[src/rtl/vram_arbiter_pkg.sv]
// Shared types for the VRAM arbiter: width defaults, CPU handshake states, access owner tags.
package vram_arbiter_pkg;

  localparam int ADDR_W_DEF = 13;
  localparam int DATA_W_DEF = 8;

  typedef enum logic [1:0] {
    IDLE,
    PEND,
    FLIGHT,
    DONE
  } cpu_state_t;

  typedef enum logic [1:0] {
    OWN_NONE,
    OWN_VID,
    OWN_CPU
  } owner_t;

endpackage

[src/rtl/vram_arbiter_pipe.sv]
// Issue/return pipeline: registers the RAM strobe, tracks the owner until data returns, routes read data.
// Fixed latency: issue edge -> ram_* next cycle -> ram_rdata -> registered owner result; no backpressure.
module vram_arbiter_pipe
  import vram_arbiter_pkg::*;
#(
  parameter int ADDR_W = ADDR_W_DEF,
  parameter int DATA_W = DATA_W_DEF
) (
  input  logic              clk,
  input  logic              reset,
  input  owner_t            issue_own,
  input  logic              issue_we,
  input  logic [ADDR_W-1:0] issue_addr,
  input  logic [DATA_W-1:0] issue_wdata,
  output logic              ram_ce,
  output logic              ram_we,
  output logic [ADDR_W-1:0] ram_addr,
  output logic [DATA_W-1:0] ram_wdata,
  input  logic [DATA_W-1:0] ram_rdata,
  output logic              cpu_ack,
  output logic [DATA_W-1:0] cpu_rdata,
  output logic              vid_valid,
  output logic [DATA_W-1:0] vid_rdata
);

  owner_t own_s1;
  owner_t own_s2;
  logic   we_s2;

  always_ff @(posedge clk) begin
    if (reset) begin
      ram_ce    <= 1'b0;
      ram_we    <= 1'b0;
      ram_addr  <= '0;
      ram_wdata <= '0;
      own_s1    <= OWN_NONE;
      own_s2    <= OWN_NONE;
      we_s2     <= 1'b0;
      cpu_ack   <= 1'b0;
      cpu_rdata <= '0;
      vid_valid <= 1'b0;
      vid_rdata <= '0;
    end else begin
      ram_ce <= (issue_own != OWN_NONE);
      ram_we <= (issue_own == OWN_CPU) && issue_we;
      if (issue_own != OWN_NONE) begin
        ram_addr  <= issue_addr;
        ram_wdata <= issue_wdata;
      end
      // own_s1 is aligned with ram_ce, own_s2 with the cycle ram_rdata is valid
      own_s1    <= issue_own;
      own_s2    <= own_s1;
      we_s2     <= ram_we;
      cpu_ack   <= (own_s2 == OWN_CPU);
      vid_valid <= (own_s2 == OWN_VID);
      if (own_s2 == OWN_CPU && !we_s2) cpu_rdata <= ram_rdata;
      if (own_s2 == OWN_VID) vid_rdata <= ram_rdata;
    end
  end

endmodule

[src/rtl/vram_arbiter.sv]
// Single-port VRAM arbiter between a Z80-style CPU (level req, WAIT) and a video fetcher; 3-cycle result latency.
// Video has priority; `define VRAM_ARBITER_STARVE_GUARD_EN forces a CPU slot after STARVE_MAX video grants.
module vram_arbiter
  import vram_arbiter_pkg::*;
#(
  parameter int ADDR_W     = ADDR_W_DEF,
  parameter int DATA_W     = DATA_W_DEF,
  parameter int STARVE_MAX = 4
) (
  input  logic              clk,
  input  logic              reset,
  input  logic              cpu_req,
  input  logic              cpu_we,
  input  logic [ADDR_W-1:0] cpu_addr,
  input  logic [DATA_W-1:0] cpu_wdata,
  output logic [DATA_W-1:0] cpu_rdata,
  output logic              cpu_ack,
  output logic              cpu_wait_n,
  input  logic              vid_req,
  input  logic [ADDR_W-1:0] vid_addr,
  output logic              vid_gnt,
  output logic [DATA_W-1:0] vid_rdata,
  output logic              vid_valid,
  output logic              ram_ce,
  output logic              ram_we,
  output logic [ADDR_W-1:0] ram_addr,
  output logic [DATA_W-1:0] ram_wdata,
  input  logic [DATA_W-1:0] ram_rdata
);

  cpu_state_t        state;
  cpu_state_t        state_nxt;
  logic              force_cpu;
  logic              cpu_accept;
  logic              vid_accept;
  owner_t            issue_own;
  logic [ADDR_W-1:0] issue_addr;

`ifdef VRAM_ARBITER_STARVE_GUARD_EN
  localparam int CNT_W = $clog2(STARVE_MAX + 1);
  logic [CNT_W-1:0] starve_cnt;

  assign force_cpu = (state == PEND) && (starve_cnt == CNT_W'(STARVE_MAX));

  always_ff @(posedge clk) begin
    if (reset) begin
      starve_cnt <= '0;
    end else if (state_nxt != PEND || cpu_accept) begin
      starve_cnt <= '0;
    end else if (state == PEND && vid_accept && starve_cnt != CNT_W'(STARVE_MAX)) begin
      starve_cnt <= starve_cnt + CNT_W'(1);
    end
  end
`else
  // The starve limit only shapes the guard; it is kept referenced in this build.
  logic unused_starve;
  assign unused_starve = (STARVE_MAX > 0);
  assign force_cpu     = 1'b0;
`endif

  assign vid_gnt    = reset || !force_cpu;
  assign vid_accept = vid_req && vid_gnt;
  assign cpu_accept = (state == PEND) && cpu_req && (!vid_req || force_cpu);

  // WAIT releases in the ack cycle itself so the Z80 samples data in the same T-state
  assign cpu_wait_n = reset ||
                      !(cpu_req && (state != DONE) && !(state == FLIGHT && cpu_ack));

  always_ff @(posedge clk) begin
    if (reset) state <= IDLE;
    else       state <= state_nxt;
  end

  always_comb begin
    state_nxt = state;
    case (state)
      IDLE:    if (cpu_req) state_nxt = PEND;
      PEND: begin
        if (!cpu_req)        state_nxt = IDLE;
        else if (cpu_accept) state_nxt = FLIGHT;
      end
      FLIGHT:  if (cpu_ack) state_nxt = cpu_req ? DONE : IDLE;
      DONE:    if (!cpu_req) state_nxt = IDLE;
      default: state_nxt = IDLE;
    endcase
  end

  always_comb begin
    issue_own  = OWN_NONE;
    issue_addr = vid_addr;
    if (cpu_accept) begin
      issue_own  = OWN_CPU;
      issue_addr = cpu_addr;
    end else if (vid_accept) begin
      issue_own  = OWN_VID;
    end
  end

  vram_arbiter_pipe #(
    .ADDR_W (ADDR_W),
    .DATA_W (DATA_W)
  ) u_pipe (
    .clk         (clk),
    .reset       (reset),
    .issue_own   (issue_own),
    .issue_we    (cpu_we),
    .issue_addr  (issue_addr),
    .issue_wdata (cpu_wdata),
    .ram_ce      (ram_ce),
    .ram_we      (ram_we),
    .ram_addr    (ram_addr),
    .ram_wdata   (ram_wdata),
    .ram_rdata   (ram_rdata),
    .cpu_ack     (cpu_ack),
    .cpu_rdata   (cpu_rdata),
    .vid_valid   (vid_valid),
    .vid_rdata   (vid_rdata)
  );

endmodule

[config.mk]
export PLATFORM = sky130hd
export DESIGN_NAME = vram_arbiter
export DESIGN_NICKNAME = d
export VERILOG_FILES = /design/src/rtl/vram_arbiter_pkg.sv /design/src/rtl/vram_arbiter_pipe.sv /design/src/rtl/vram_arbiter.sv
export SDC_FILE = /design/constraint.sdc
export NUM_CORES = 1
export LEC_CHECK = 0
export ABC_AREA = 1
export BUFFER_PORTS_ARGS = -buffer_cell sky130_fd_sc_hd__buf_4
export CORE_ASPECT_RATIO = 0.6
export CORE_MARGIN = 2
export CORE_UTILIZATION = 35
export DETAILED_ROUTE_END_ITERATION = 8
export HOLD_SLACK_MARGIN = 0.05
export PLACE_DENSITY_LB_ADDON = 0.2
export SYNTH_ARGS = -nofsm -noshare
export SYNTH_HDL_FRONTEND = slang
export SYNTH_HIERARCHICAL = 1
export SYNTH_SLANG_ARGS = --single-unit
[constraint.sdc]
create_clock -name clk -period 1.2 [get_ports clk]
set_input_delay 0.12 -clock clk [delete_from_list [all_inputs] [get_ports clk]]
set_output_delay 0.12 -clock clk [all_outputs]
set_load 0.02 [all_outputs]
== Yosys cells after proc, flatten, opt, wreduce, memory -nomap -nowiden ==
Index checks and enable logic that the tools add are counted.

* Flip-flop bits (word level): 48
* Logic and storage cells: 48

* Mux-type cells: 10
* Reductions and logical operators: 15
* Equal/unequal tests: 11

{| class="wikitable"
|+ Operators with widths
! kind !! number
|-
| $mux 2 || 7
|-
| $mux 13 || 1
|-
| $eq 2x2->1 const B || 4
|-
| $pmux 2 s4 || 1
|-
| $logic_and 1x1->1 || 7
|-
| $ne 2x2->1 const B || 3
|-
| $eq 2x1->1 const B || 2
|-
| $logic_not 1->1 || 4
|-
| $reduce_and 4->1 || 1
|-
| $ne 3x3->1 const B || 1
|-
| $logic_not 2->1 || 1
|-
| $ne 2x1->1 const B || 1
|-
| $reduce_bool 2->1 || 1
|-
| $logic_or 1x1->1 || 1
|-
| $mux 1 || 1
|}

== Depth between registers and ports, before layout ==
Gate-level depths: netlist (run 1).

* Word-level depth: 6
* Gate-level depth with buffers: 10
* Mapped depth without buffers: 8

== Cells and area by module ==
The synthesis (run 1) kept the hierarchy.

{| class="wikitable"
|+ By module, submodules not included
! module !! area an instance (µm²) !! cells each !! times used
|-
| vram_arbiter_pipe || 1635.3 || 206 || 1
|-
| vram_arbiter || 351.6 || 73 || 1
|}

== Least setup slack after synthesis (run 1) ==
No wires, ideal clock.

* Path kind: register to register
* From: register state[1]
* To: register u_pipe.ram_addr[0]
* Setup time: 116 ps
* Path slack: -58 ps
* Path buffers: 2
* Cell stages (with the launch flop): 10
* Arrival time: 1143 ps
* Path through: dfxtp_1 -> inv_2 -> nand3_4 -> inv_4 -> buf_6 -> nor2_4 -> inv_2 -> buf_6 -> nor2_1 -> nor2_1

* Word-level cells in the longest chain between the ends: 5
* Elaborated cells between the ends (all ways): 6

{| class="wikitable"
|+ RTL lines
! element !! line !! RTL
|-
| from (decl) || vram_arbiter.sv:31 || <nowiki>cpu_state_t state;</nowiki>
|-
| from (signal assigned) || vram_arbiter.sv:71 || <nowiki>else state <= state_nxt;</nowiki>
|-
| $eq 2x1->1 * || vram_arbiter.sv:63 || <nowiki>assign cpu_accept = (state == PEND) && cpu_req && (!vid_req || force_cpu);</nowiki>
|-
| $logic_and 1x1->1 * (2 in series) || vram_arbiter.sv:63 ||
|-
| via cpu_accept || vram_arbiter.sv:34 || <nowiki>logic cpu_accept;</nowiki>
|-
| $mux 2 || vram_arbiter.sv:91 || <nowiki>if (cpu_accept) begin</nowiki>
|-
| $reduce_bool 2->1 || vram_arbiter_pipe.sv:46 || <nowiki>if (issue_own != OWN_NONE) begin</nowiki>
|-
| to (signal assigned) || vram_arbiter_pipe.sv:47 || <nowiki>ram_addr <= issue_addr;</nowiki>
|-
| to (decl) || vram_arbiter_pipe.sv:17 || <nowiki>output logic [ADDR_W-1:0] ram_addr,</nowiki>
|}

The timed path passes the listed nets; every way through them passes the cells marked *.
A chain may end at the register's enable or synchronous reset.

== Worst setup path in the final report (run 1) ==
* From: register state[0]
* To: output cpu_wait_n

* Word-level cells in the longest chain between the ends: 6
* Elaborated cells between the ends (all ways): 8

{| class="wikitable"
|+ RTL lines
! element !! line !! RTL
|-
| $eq 2x2->1 || vram_arbiter.sv:67 || <nowiki>!(cpu_req && (state != DONE) && !(state == FLIGHT && cpu_ack));</nowiki>
|-
| $logic_and 1x1->1 || vram_arbiter.sv:67 ||
|-
| $logic_not 1->1 || vram_arbiter.sv:67 ||
|-
| $logic_and 1x1->1 * || vram_arbiter.sv:67 ||
|-
| $logic_not 1->1 * || vram_arbiter.sv:67 ||
|-
| $logic_or 1x1->1 * || vram_arbiter.sv:66 || <nowiki>assign cpu_wait_n = reset ||</nowiki>
|-
| to (decl) || vram_arbiter.sv:18 || <nowiki>output logic cpu_wait_n,</nowiki>
|}

Mark *: on every way between the ends. The rest lies on a longest branch, timed or not.

==> results by group, run 1 <==
Layout
  • Fin area: 3166 um2
  • Share of layout cells above drive strength 1: 40.79%
  • Area Overhead vs Synth: 59.32%
  • Layout Nets: 426
  • Final Core Density: 57.37%
  • Antenna cells: 0
  • Fin cells: 449

Synthesis
  • Post-Synth Adder-Cell Area: 0%
  • Multiplexer area fraction after synthesis: 0%
  • Syn_nets: 326
  • Post-Synth Simple-Gate Area: 32.05%
  • Post-synthesis compound-gate area fraction: 8.249%
  • Largest family of logic cells by synthesized area: simple AND/OR/NAND/NOR gates
  • Synth Warn #: 6
  • Syn Std Cell Area: 1987 um2
  • XOR/XNOR Fraction of Synth Area: 0%
  • Sequential area share after synthesis: 48.36%
  • Netlist cell types: 23
  • Syn Area/Cell: 7.122 um2
  • Gate Count Post-Synth: 279
  • #FFs+latches synth: 48

GRT
  • Initial antenna violation count: 0
  • GRT Util Overall: 16.86%
  • Vias in the first global route: 1786
  • Global-route wire length before repair: 8.335 mm
  • GR Overflow Total: 0
  • Largest net degree at the start of global routing: 37

Timing
  • Final hold vios: 0
  • Final period util: 111.5%
  • Final Skew: 0.008563 ns
  • Fmax: 747.6 MHz
  • Hold WS: 0.05552 ns
  • Fin crit period: 1.338 ns
  • Final WS setup: -0.1377 ns
  • Finish-stage setup viols: 23
  • Unrepaired setup endpoints after global routing: true
  • Final count of pins violating max slew: 0
  • Final setup TNS: -1.252 ns

CTS
  • Clock latency on the worst-skew pair: 0.30 ns
  • Clock transition at path regs: 0.08 ns
  • CTS Buf Count: 5
  • # clock sinks: 48
  • CTS Buffer Depth: 2
  • Root Buffer: clkbuf_8
  • CTS tree: built
  • H-tree level count: 2

Placement
  • Placed cell count: 428
  • Buffers on Ports: 88
  • Hpwl dp: 3.680 mm
  • GP Congestion: 0.7442
  • DP Area: 2706 um2

Detailed routing
  • Detail Route Antenna Nets: 0
  • DR pass1 iterations: 4
  • Post-DR vias/cell: 4.457
  • Post-route DRC: 0
  • Total number of vias: 2001
  • Number of DRC markers in iteration 0: 42
  • Final wirelength: 5.486 mm
  • DR WL/cell: 12.22 um

Power and ir drop
  • Static Leak: 0.001574 uW
  • Pwr Density: 1199 nW/um2
  • Maximum vdd drop: 0.6047 mV
  • Clock share of power: 33.2%
  • Sw frac: 26.14%
  • Combinational share of power: 21.0%
  • Sw Pwr: 991.9 uW
  • Cell Int Power: 2803 uW
  • Sequential Power Share: 45.8%

Worst setup path
  • Slowest CP cell: dfxtp_2
  • Crit Path Max Fanout: 3
  • Critical Path Max Stage Delay: 0.33 ns
  • Worst EP required: 1.08 ns
  • CP Launch Type: flip-flop
  • CP cell instances: buf_6 > nand2_4 > nand2_4 > a31oi_4 > nand2_2 > buf_6
  • Worst path arrival time: 1.22 ns
  • Worst Setup End Kind: primary output
  • Critical path class: reg2out

Flow run
  • Max cap viols: 0

Floorplanning
  • Die Ht: 62.36 um
  • Starting density of the core: 36.01%
  • Die area: 6315 um2
  • I/O pins: 90
  • Row count: 21
  • Die Wd: 101.3 um
  • Core Region: 5518 um2

Hold path
  • Worst hold-check path type: in2reg

Outcome
  • Status: complete, but fails checks
  • Failing checks: negative setup slack
==> registers in the layout (all words and copies together) (netlist names) <==
register,cells
state,2
u_pipe/ram_ce,1
u_pipe/vid_valid,1
u_pipe/own_s1,2
u_pipe/ram_addr,13
u_pipe/ram_wdata,8
u_pipe/cpu_ack,1
u_pipe/we_s2,1
u_pipe/cpu_rdata,8
u_pipe/ram_we,1
u_pipe/own_s2,2
u_pipe/vid_rdata,8
==> synth_stat cells (all sizes together) <==
| master | n | area, um2 |
|---|---|---|
| dfxtp | 48 | 960.9 |
| inv | 26 | 105.1 |
| o21ai | 28 | 140.1 |
| clkbuf | 1 | 3.750 |
| o211ai | 1 | 7.510 |
| clkinv | 1 | 5.000 |
| nor3 | 1 | 5.000 |
| buf | 12 | 107.6 |
| a31oi | 1 | 6.260 |
| nand3 | 6 | 55.05 |
| nor2 | 85 | 326.6 |
| conb | 1 | 3.750 |
| nand2 | 66 | 250.2 |
| a21oi | 2 | 10.01 |
==> area by class of cell <==
type                    instances  area [um2]
well taps                      69       86.33
clock inverters                 1       30.03
fillers                       517        2352
multi-input cells             191       944.7
inverters                      27       128.9
clock buffers                   7       96.34
repair buffers                106       913.4
flip-flops and latches         48       965.9
==> layer usage <==
layer / global-route usage, % / up-vias / part of all wire [%]
li1: - / 1047 / -
met1: 23.68 / 892 / 50
met2: 25.17 / 57 / 43
met3: 4.730 / 5 / 5.9
met4: 5.068 / 0 / 0.97
met5: 0 / - / 0
==> final timing paths <==
check,startpoint,to,slack (ns),depth (start not counted)
max reg2reg,state[1]$_SDFFE_PP0P_,u_pipe/ram_addr[2]$_SDFFE_PP0P_,-0.08,8
max,state[0]$_SDFFE_PP0P_,cpu_wait_n,-0.14,6
min reg2reg,u_pipe/own_s1[0]$_SDFF_PP0_,u_pipe/own_s2[0]$_SDFF_PP0_,0.41,2
min,cpu_wdata[0],u_pipe/ram_wdata[0]$_SDFFE_PP0P_,0.06,3
==> worst max-delay path: cells and delay by family, from the launching register on <==
kind	cells	cell delay [ns]
flip-flops	1	0.33
buffers and inverters	2	0.25
AND/OR/NAND/NOR	3	0.18
AO/OA/AOI/OAI	1	0.15
==> cells by family (layout without fill, tap and decap cells) <==
logic type / after synthesis / count (layout)
AND/OR/NAND/NOR: 158 / 158
flip-flops: 48 / 48
buffers and inverters: 40 / 141
AO/OA/AOI/OAI: 32 / 32
other: 1 / 1
==> layout by cell type (no fill, tap or decap), drive strengths merged, types with 2 or more instances in the layout <==
cell,n
dlygate4sd3,4
buf,100
a21oi,2
o21ai,28
nand3,6
nor2,85
nand2,66
inv,26
dfxtp,48
clkbuf,9
==> stage by stage <==
step           setup slack (ns)  total power (uW)
2_1_floorplan          -0.04842              2116
3_3_place_gp           -0.01825              2402
3_5_place_dp           -0.05365              2413
4_1_cts                 -0.1485              3700
5_1_grt                 -0.1911              3992
6_report                -0.1377              3795
==> power groups by stage <==
stage / logic, uW / clock network (uW) / registers [uW]
5_1_grt: 870 / 1370 / 1750
2_1_floorplan: 260 / 0 / 1860
4_1_cts: 674 / 1300 / 1730
3_5_place_dp: 646 / 0 / 1770
6_report: 795 / 1260 / 1740
3_3_place_gp: 638 / 0 / 1760
==> repair_timing <==
item,CTS,global route
hold buffers,3,1
hold endpoints to repair,3,1
setup endpoints to repair,22,23
pin swaps,2,10
cloned,0,3
setup buffers,4,4
gates resized for setup,5,56
Note: power is estimated with default switching activity, not from simulation.
==> run 2: changes to the inputs <==
--- a/config.mk
+++ b/config.mk
@@ -9,7 +9,7 @@
 export BUFFER_PORTS_ARGS = -buffer_cell sky130_fd_sc_hd__buf_4
 export CORE_ASPECT_RATIO = 0.6
 export CORE_MARGIN = 2
-export CORE_UTILIZATION = 35
+export CORE_UTILIZATION = 42
 export DETAILED_ROUTE_END_ITERATION = 8
 export HOLD_SLACK_MARGIN = 0.05
 export PLACE_DENSITY_LB_ADDON = 0.2
==> run 2 against run 1 <==
  * The run still ends with negative setup slack left
  * Routed wire length fell by 8.3%
  * Register-to-register slack improved by 0.04 ns
  * Core utilization rose by 6.2 points
  * Largest power group unchanged
  * Design area fell by 8.3%
  * Die area fell by 16%
  * First-iteration DRC count rose by 50%
  * Sequential cell count did not move
==> results by group, run 2 (same netlist as run 1, synthesis figures left out) <==
Outcome
  • Status: complete, but fails checks
  • Failing checks: negative setup slack

Timing
  • Final count of pins violating max slew: 0
  • Fin crit period: 1.264 ns
  • Unrepaired setup endpoints after global routing: true
  • Final period util: 105.3%
  • Final WS setup: -0.06383 ns
  • Fmax: 791.2 MHz
  • Final hold vios: 0
  • Final setup TNS: -0.1111 ns
  • Finish-stage setup viols: 3
  • Final Skew: 0.004291 ns

GRT
  • GRT Util Overall: 19.67%
  • Vias in the first global route: 1861
  • GR Overflow Total: 0
  • Initial antenna violation count: 0
  • Largest net degree at the start of global routing: 37
  • Global-route wire length before repair: 8.217 mm

Flow run
  • Max cap viols: 0

CTS
  • CTS tree: built
  • Clock latency on the worst-skew pair: 0.29 ns
  • H-tree level count: 2
  • CTS Buffer Depth: 2
  • CTS Buf Count: 5
  • # clock sinks: 48
  • Root Buffer: clkbuf_8
  • Clock transition at path regs: 0.08 ns

Hold path
  • Worst hold-check path type: in2reg
  • Hold depth: 3
  • Sink of the worst hold path: u_pipe/cpu_rdata[5]$_SDFFE_PP0P_
  • Start point of the worst min-delay path: ram_rdata[5]

Floorplanning
  • Row count: 19
  • I/O pins: 90
  • Core Region: 4564 um2
  • Die area: 5315 um2
  • Starting density of the core: 43.53%
  • Die Wd: 92.80 um
  • Die Ht: 57.28 um

Worst setup path
  • R2r startpoint: state[1]$_SDFFE_PP0P_
  • End of the worst register-to-register path: state[1]$_SDFFE_PP0P_
  • Critical path class: reg2out
  • Slowest CP cell: dfxtp_4
  • Reg-to-reg slack, setup: -0.04 ns
  • Worst path arrival time: 1.14 ns
  • Worst EP required: 1.08 ns
  • CP Launch Type: flip-flop
  • CP cell instances: nand2_2 > nand2_2 > a31oi_4 > nand2_2 > buf_6
  • Critical Path Max Stage Delay: 0.37 ns
  • CP most frequent cell: nand2_2
  • CP top delay family: flip-flops
  • Crit Path Max Fanout: 3
  • CP Buf/Inv Count: 1
  • Worst Setup End Kind: primary output
  • Reg2Reg Depth: 9

Placement
  • Placed cell count: 420
  • GP Congestion: 0.7752
  • Hpwl dp: 3.598 mm
  • Buffers on Ports: 88

Layout
  • Fin cells: 437
  • Share of layout cells above drive strength 1: 33.16%
  • Layout Nets: 420
  • Area Overhead vs Synth: 46.10%
  • Antenna cells: 0
  • Largest register by flop count: u_pipe/ram_addr
  • Commonest non-fill, non-tap cell in the layout: buf_4
  • Fillcell total: 437
  • Largest register FFs: 13
  • Most frequent cells in the layout: 92 x buf_4, 82 x nor2_1, 61 x nand2_1

Detailed routing
  • DR pass1 iterations: 4
  • DR WL/cell: 11.51 um
  • Detailed-routed wire length on met3: 340 um
  • Final wirelength: 5.030 mm
  • Metal-1 WL: 2.334 mm
  • Routed wire length on met2: 2.282 mm
  • Top Metal Used: met4
  • Post-route DRC: 0
  • Detail Route Antenna Nets: 0
  • Total number of vias: 1975
  • Number of DRC markers in iteration 0: 63
  • Post-DR vias/cell: 4.519

Power and ir drop
  • Combinational share of power: 19.6%
  • Static Leak: 0.001462 uW
  • Maximum vdd drop: 0.9516 mV
  • Cell Int Power: 2629 uW
  • Clock share of power: 31.6%
  • Sequential Power Share: 48.8%
  • Pwr Density: 1222 nW/um2
  • Sw frac: 25.90%
  • Sw Pwr: 919.2 uW
## run 2: worst reg2reg max path: cells and delay by family, from the launching register on
kind	cells	cell delay, ns
buffers and inverters	4	0.50
flip-flops	1	0.37
AND/OR/NAND/NOR	5	0.32
## run 2: routing by layer
metal	vias up	global-route usage, %
li1	1028	-
met5	-	0
met3	10	5.284
met2	60	31.26
met4	0	7.563
met1	877	26.03
## run 2: worst max path at each step
stage / from / cells after the start / slack, ns / endpoint
after CTS: state[1]$_SDFFE_PP0P_ / 5 / -0.06 / cpu_wait_n
final: state[1]$_SDFFE_PP0P_ / 5 / -0.06 / cpu_wait_n
after global placement: state[0]$_SDFFE_PP0P_ / 8 / 0.01 / u_pipe/ram_addr[4]$_SDFFE_PP0P_
after global routing: state[1]$_SDFFE_PP0P_ / 9 / -0.14 / state[1]$_SDFFE_PP0P_
after detailed placement: state[0]$_SDFFE_PP0P_ / 8 / -0.02 / u_pipe/ram_addr[4]$_SDFFE_PP0P_
after floorplan: state[0]$_SDFFE_PP0P_ / 10 / -0.05 / u_pipe/ram_addr[10]$_SDFFE_PP0P_
## run 2: through the flow
step | total power (uW) | hold WS (ns) | area, um2 | utilization (%) | setup WS, ns
global placement | 2387 | 0.3415 | 2671 | 58.53 | 0.01385
global route | 3724 | 0.06281 | 2903 | 63.60 | -0.1385
CTS | 3556 | 0.05238 | 2864 | 62.75 | -0.06155
floorplan | 2116 | 0.1817 | 1996 | - | -0.04842
detailed placement | 2400 | 0.3505 | 2671 | 58.53 | -0.02316
finish | 3549 | 0.05800 | 2903 | 63.60 | -0.06383
## run 2: layout make-up
| cell class | instances | area, um2 | area share, % |
|---|---|---|---|
| sequential | 48 | 965.9 | 33.28 |
| multi-input combinational | 191 | 839.6 | 28.92 |
| timing repair buffer | 100 | 794.5 | 27.37 |
| inverter | 27 | 116.4 | 4.009 |
| tap | 63 | 78.83 | 2.716 |
| clock buffer | 6 | 72.57 | 2.500 |
| clock inverter | 2 | 35.03 | 1.207 |
## run 2: power by group through the flow
| stage | Combinational (uW) | Sequential, uW | Clock [uW] |
|---|---|---|---|
| after floorplan | 260 | 1860 | 0 |
| after global placement | 622 | 1770 | 0 |
| after detailed placement | 631 | 1770 | 0 |
| after CTS | 671 | 1730 | 1160 |
| after global routing | 760 | 1740 | 1220 |
| final | 695 | 1730 | 1120 |
## run 2: repair_timing
item	CTS	global route
gates resized for setup	3	15
pin swaps	3	4
hold buffers	3	0
endpoints found under the hold margin	2	0
setup endpoints to repair	14	23
setup buffers	6	0
==> run 3: changes to the inputs <==
==> constraint.sdc (replaced) <==
create_clock -name clk -period 1.2 [get_ports clk]
set_input_delay 0.12 -clock clk [delete_from_list [all_inputs] [get_ports clk]]
set_output_delay 0.12 -clock clk [all_outputs]
set_load 0.005 [all_outputs]
==> run 3 against run 2 <==
  * The run still ends with negative setup slack left
  * Power shrank 1.4%
  * Routed wire length grew 2.9%
  * First-iteration DRC count grew 22%
==> results by group, run 3 (same netlist as run 1, synthesis figures left out) <==
Floorplanning
  • Row count: 19
  • Die Ht: 57.28 um
  • I/O pins: 90
  • Core Region: 4564 um2
  • Die area: 5315 um2
  • Die Wd: 92.80 um
  • Starting density of the core: 43.53%

Detailed routing
  • DR pass1 iterations: 4
  • Post-DR vias/cell: 4.510
  • Number of DRC markers in iteration 0: 77
  • Total number of vias: 1971
  • Detail Route Antenna Nets: 0
  • Post-route DRC: 0
  • Final wirelength: 5.174 mm
  • DR WL/cell: 11.84 um

Worst setup path
  • Worst Setup End Kind: flip-flop
  • CP top delay family: buffers and inverters
  • Crit Path Max Fanout: 6
  • CP Buf/Inv Count: 4
  • First element of the critical path: state[0]$_SDFFE_PP0P_
  • Critical Path Max Stage Delay: 0.39 ns
  • Worst EP required: 1.39 ns
  • R2r startpoint: state[0]$_SDFFE_PP0P_
  • Critical path class: reg2reg
  • Worst path arrival time: 1.45 ns
  • CP cell instances: nand2_4 > clkinv_4 > nand3_4 > inv_4 > nor2_4 > buf_12 > clkbuf_16 > o21ai_1 > nor2_1
  • Slowest CP cell: dfxtp_4
  • CP Launch Type: flip-flop

CTS
  • CTS Buf Count: 5
  • CTS Buffer Depth: 2
  • Clock latency on the worst-skew pair: 0.30 ns
  • CTS tree: built
  • # clock sinks: 48
  • Clock transition at path regs: 0.08 ns
  • H-tree level count: 2
  • Root Buffer: clkbuf_8

Timing
  • Final hold vios: 0
  • Final Skew: 0.005099 ns
  • Hold WS: 0.05617 ns
  • Final period util: 105.2%
  • Fin crit period: 1.263 ns
  • Final WS setup: -0.06277 ns
  • Unrepaired setup endpoints after global routing: true
  • Finish-stage setup viols: 22
  • Fmax: 791.9 MHz
  • Final count of pins violating max slew: 0

Power and ir drop
  • Sw frac: 24.48%
  • Final Power: 3500 uW
  • Clock share of power: 32.2%
  • Pwr Density: 1168 nW/um2
  • Cell Int Power: 2644 uW
  • Sw Pwr: 856.7 uW
  • Static Leak: 0.001513 uW
  • Combinational share of power: 18.3%
  • Maximum vdd drop: 0.9250 mV
  • Sequential Power Share: 49.6%

Layout
  • Layout Nets: 420
  • Area Overhead vs Synth: 50.88%
  • Commonest non-fill, non-tap cell in the layout: buf_4
  • Largest register by flop count: u_pipe/ram_addr
  • Final Core Density: 65.68%
  • Share of layout cells above drive strength 1: 36.63%
  • Largest register FFs: 13
  • Most frequent cells in the layout: 90 x buf_4, 84 x nor2_1, 62 x nand2_1
  • Antenna cells: 0

Hold path
  • Worst hold-check path type: in2reg
  • Start point of the worst min-delay path: cpu_wdata[0]

Placement
  • Buffers on Ports: 88
  • GP Congestion: 0.7752
  • Hpwl dp: 3.598 mm

GRT
  • Global-route wire length before repair: 7.914 mm
  • GR Overflow Total: 0
  • Largest net degree at the start of global routing: 37
  • Vias in the first global route: 1833
  • Initial antenna violation count: 0
  • GRT Util Overall: 18.85%

Flow run
  • Max cap viols: 0

Outcome
  • Failing checks: negative setup slack
  • Status: complete, but fails checks
run 3: layout make-up:
type | count | area [um2]
inverters | 27 | 118.9
fillers | 422 | 1567
clock buffers | 6 | 72.57
well taps | 63 | 78.83
flip-flops and latches | 48 | 968.4
repair buffers | 100 | 838.3
clock inverters | 2 | 35.03
multi-input cells | 191 | 885.9
run 3: worst register-to-register path, cell delays in order, from the launching register on:
cell and delay, ns:
dfxtp_4 0.39, nand2_4 0.06, clkinv_4 0.05, nand3_4 0.07
inv_4 0.09, nor2_4 0.05, buf_12 0.14, clkbuf_16 0.16
o21ai_1 0.12, nor2_1 0.05
run 3: metrics by stage:
stage               area [um2]  instances  TNS (ns)  setup slack [ns]
floorplan                 1996        279   -0.7418          -0.04748
global placement          2671        420         0           0.01385
detailed placement        2671        420  -0.02316          -0.02316
CTS                       2823        432  -0.04694          -0.04694
global route              2998        437    -2.265           -0.1351
finish                    2998        437   -0.7486          -0.06277
run 3: final timing paths:
check	slack (ns)	endpoint	depth (start not counted)
hold / removal	0.06	u_pipe/ram_wdata[0]$_SDFFE_PP0P_	3
setup / recovery	-0.06	u_pipe/ram_addr[3]$_SDFFE_PP0P_	9
hold reg to reg	0.40	u_pipe/own_s2[1]$_SDFF_PP0_	2
setup reg to reg	-0.06	u_pipe/ram_addr[3]$_SDFFE_PP0P_	9
run 3: timing repair:
| item | CTS | global route |
|---|---|---|
| endpoints found under the hold margin | 2 | 0 |
| gates cloned | 0 | 3 |
| endpoints found under the setup margin | 14 | 22 |
| hold buffers | 3 | 0 |
| pin swaps | 0 | 6 |
| buffers inserted | 1 | 2 |
| resized for setup | 2 | 37 |
run 3: layer usage:
layer  GRT usage (%)  up-vias  wire [um]
li1                -     1036          -
met1           24.60      872       2474
met2           29.71       53       2301
met3           5.416       10        320
met4           7.983        0         78
met5               0        -          0
run 3: power groups by stage:
stage	Sequential, uW	Combinational, uW	Clock, uW
6_report	1740	639	1130
3_3_place_gp	1770	528	0
3_5_place_dp	1770	537	0
2_1_floorplan	1770	256	0
4_1_cts	1730	556	1160
5_1_grt	1750	703	1220
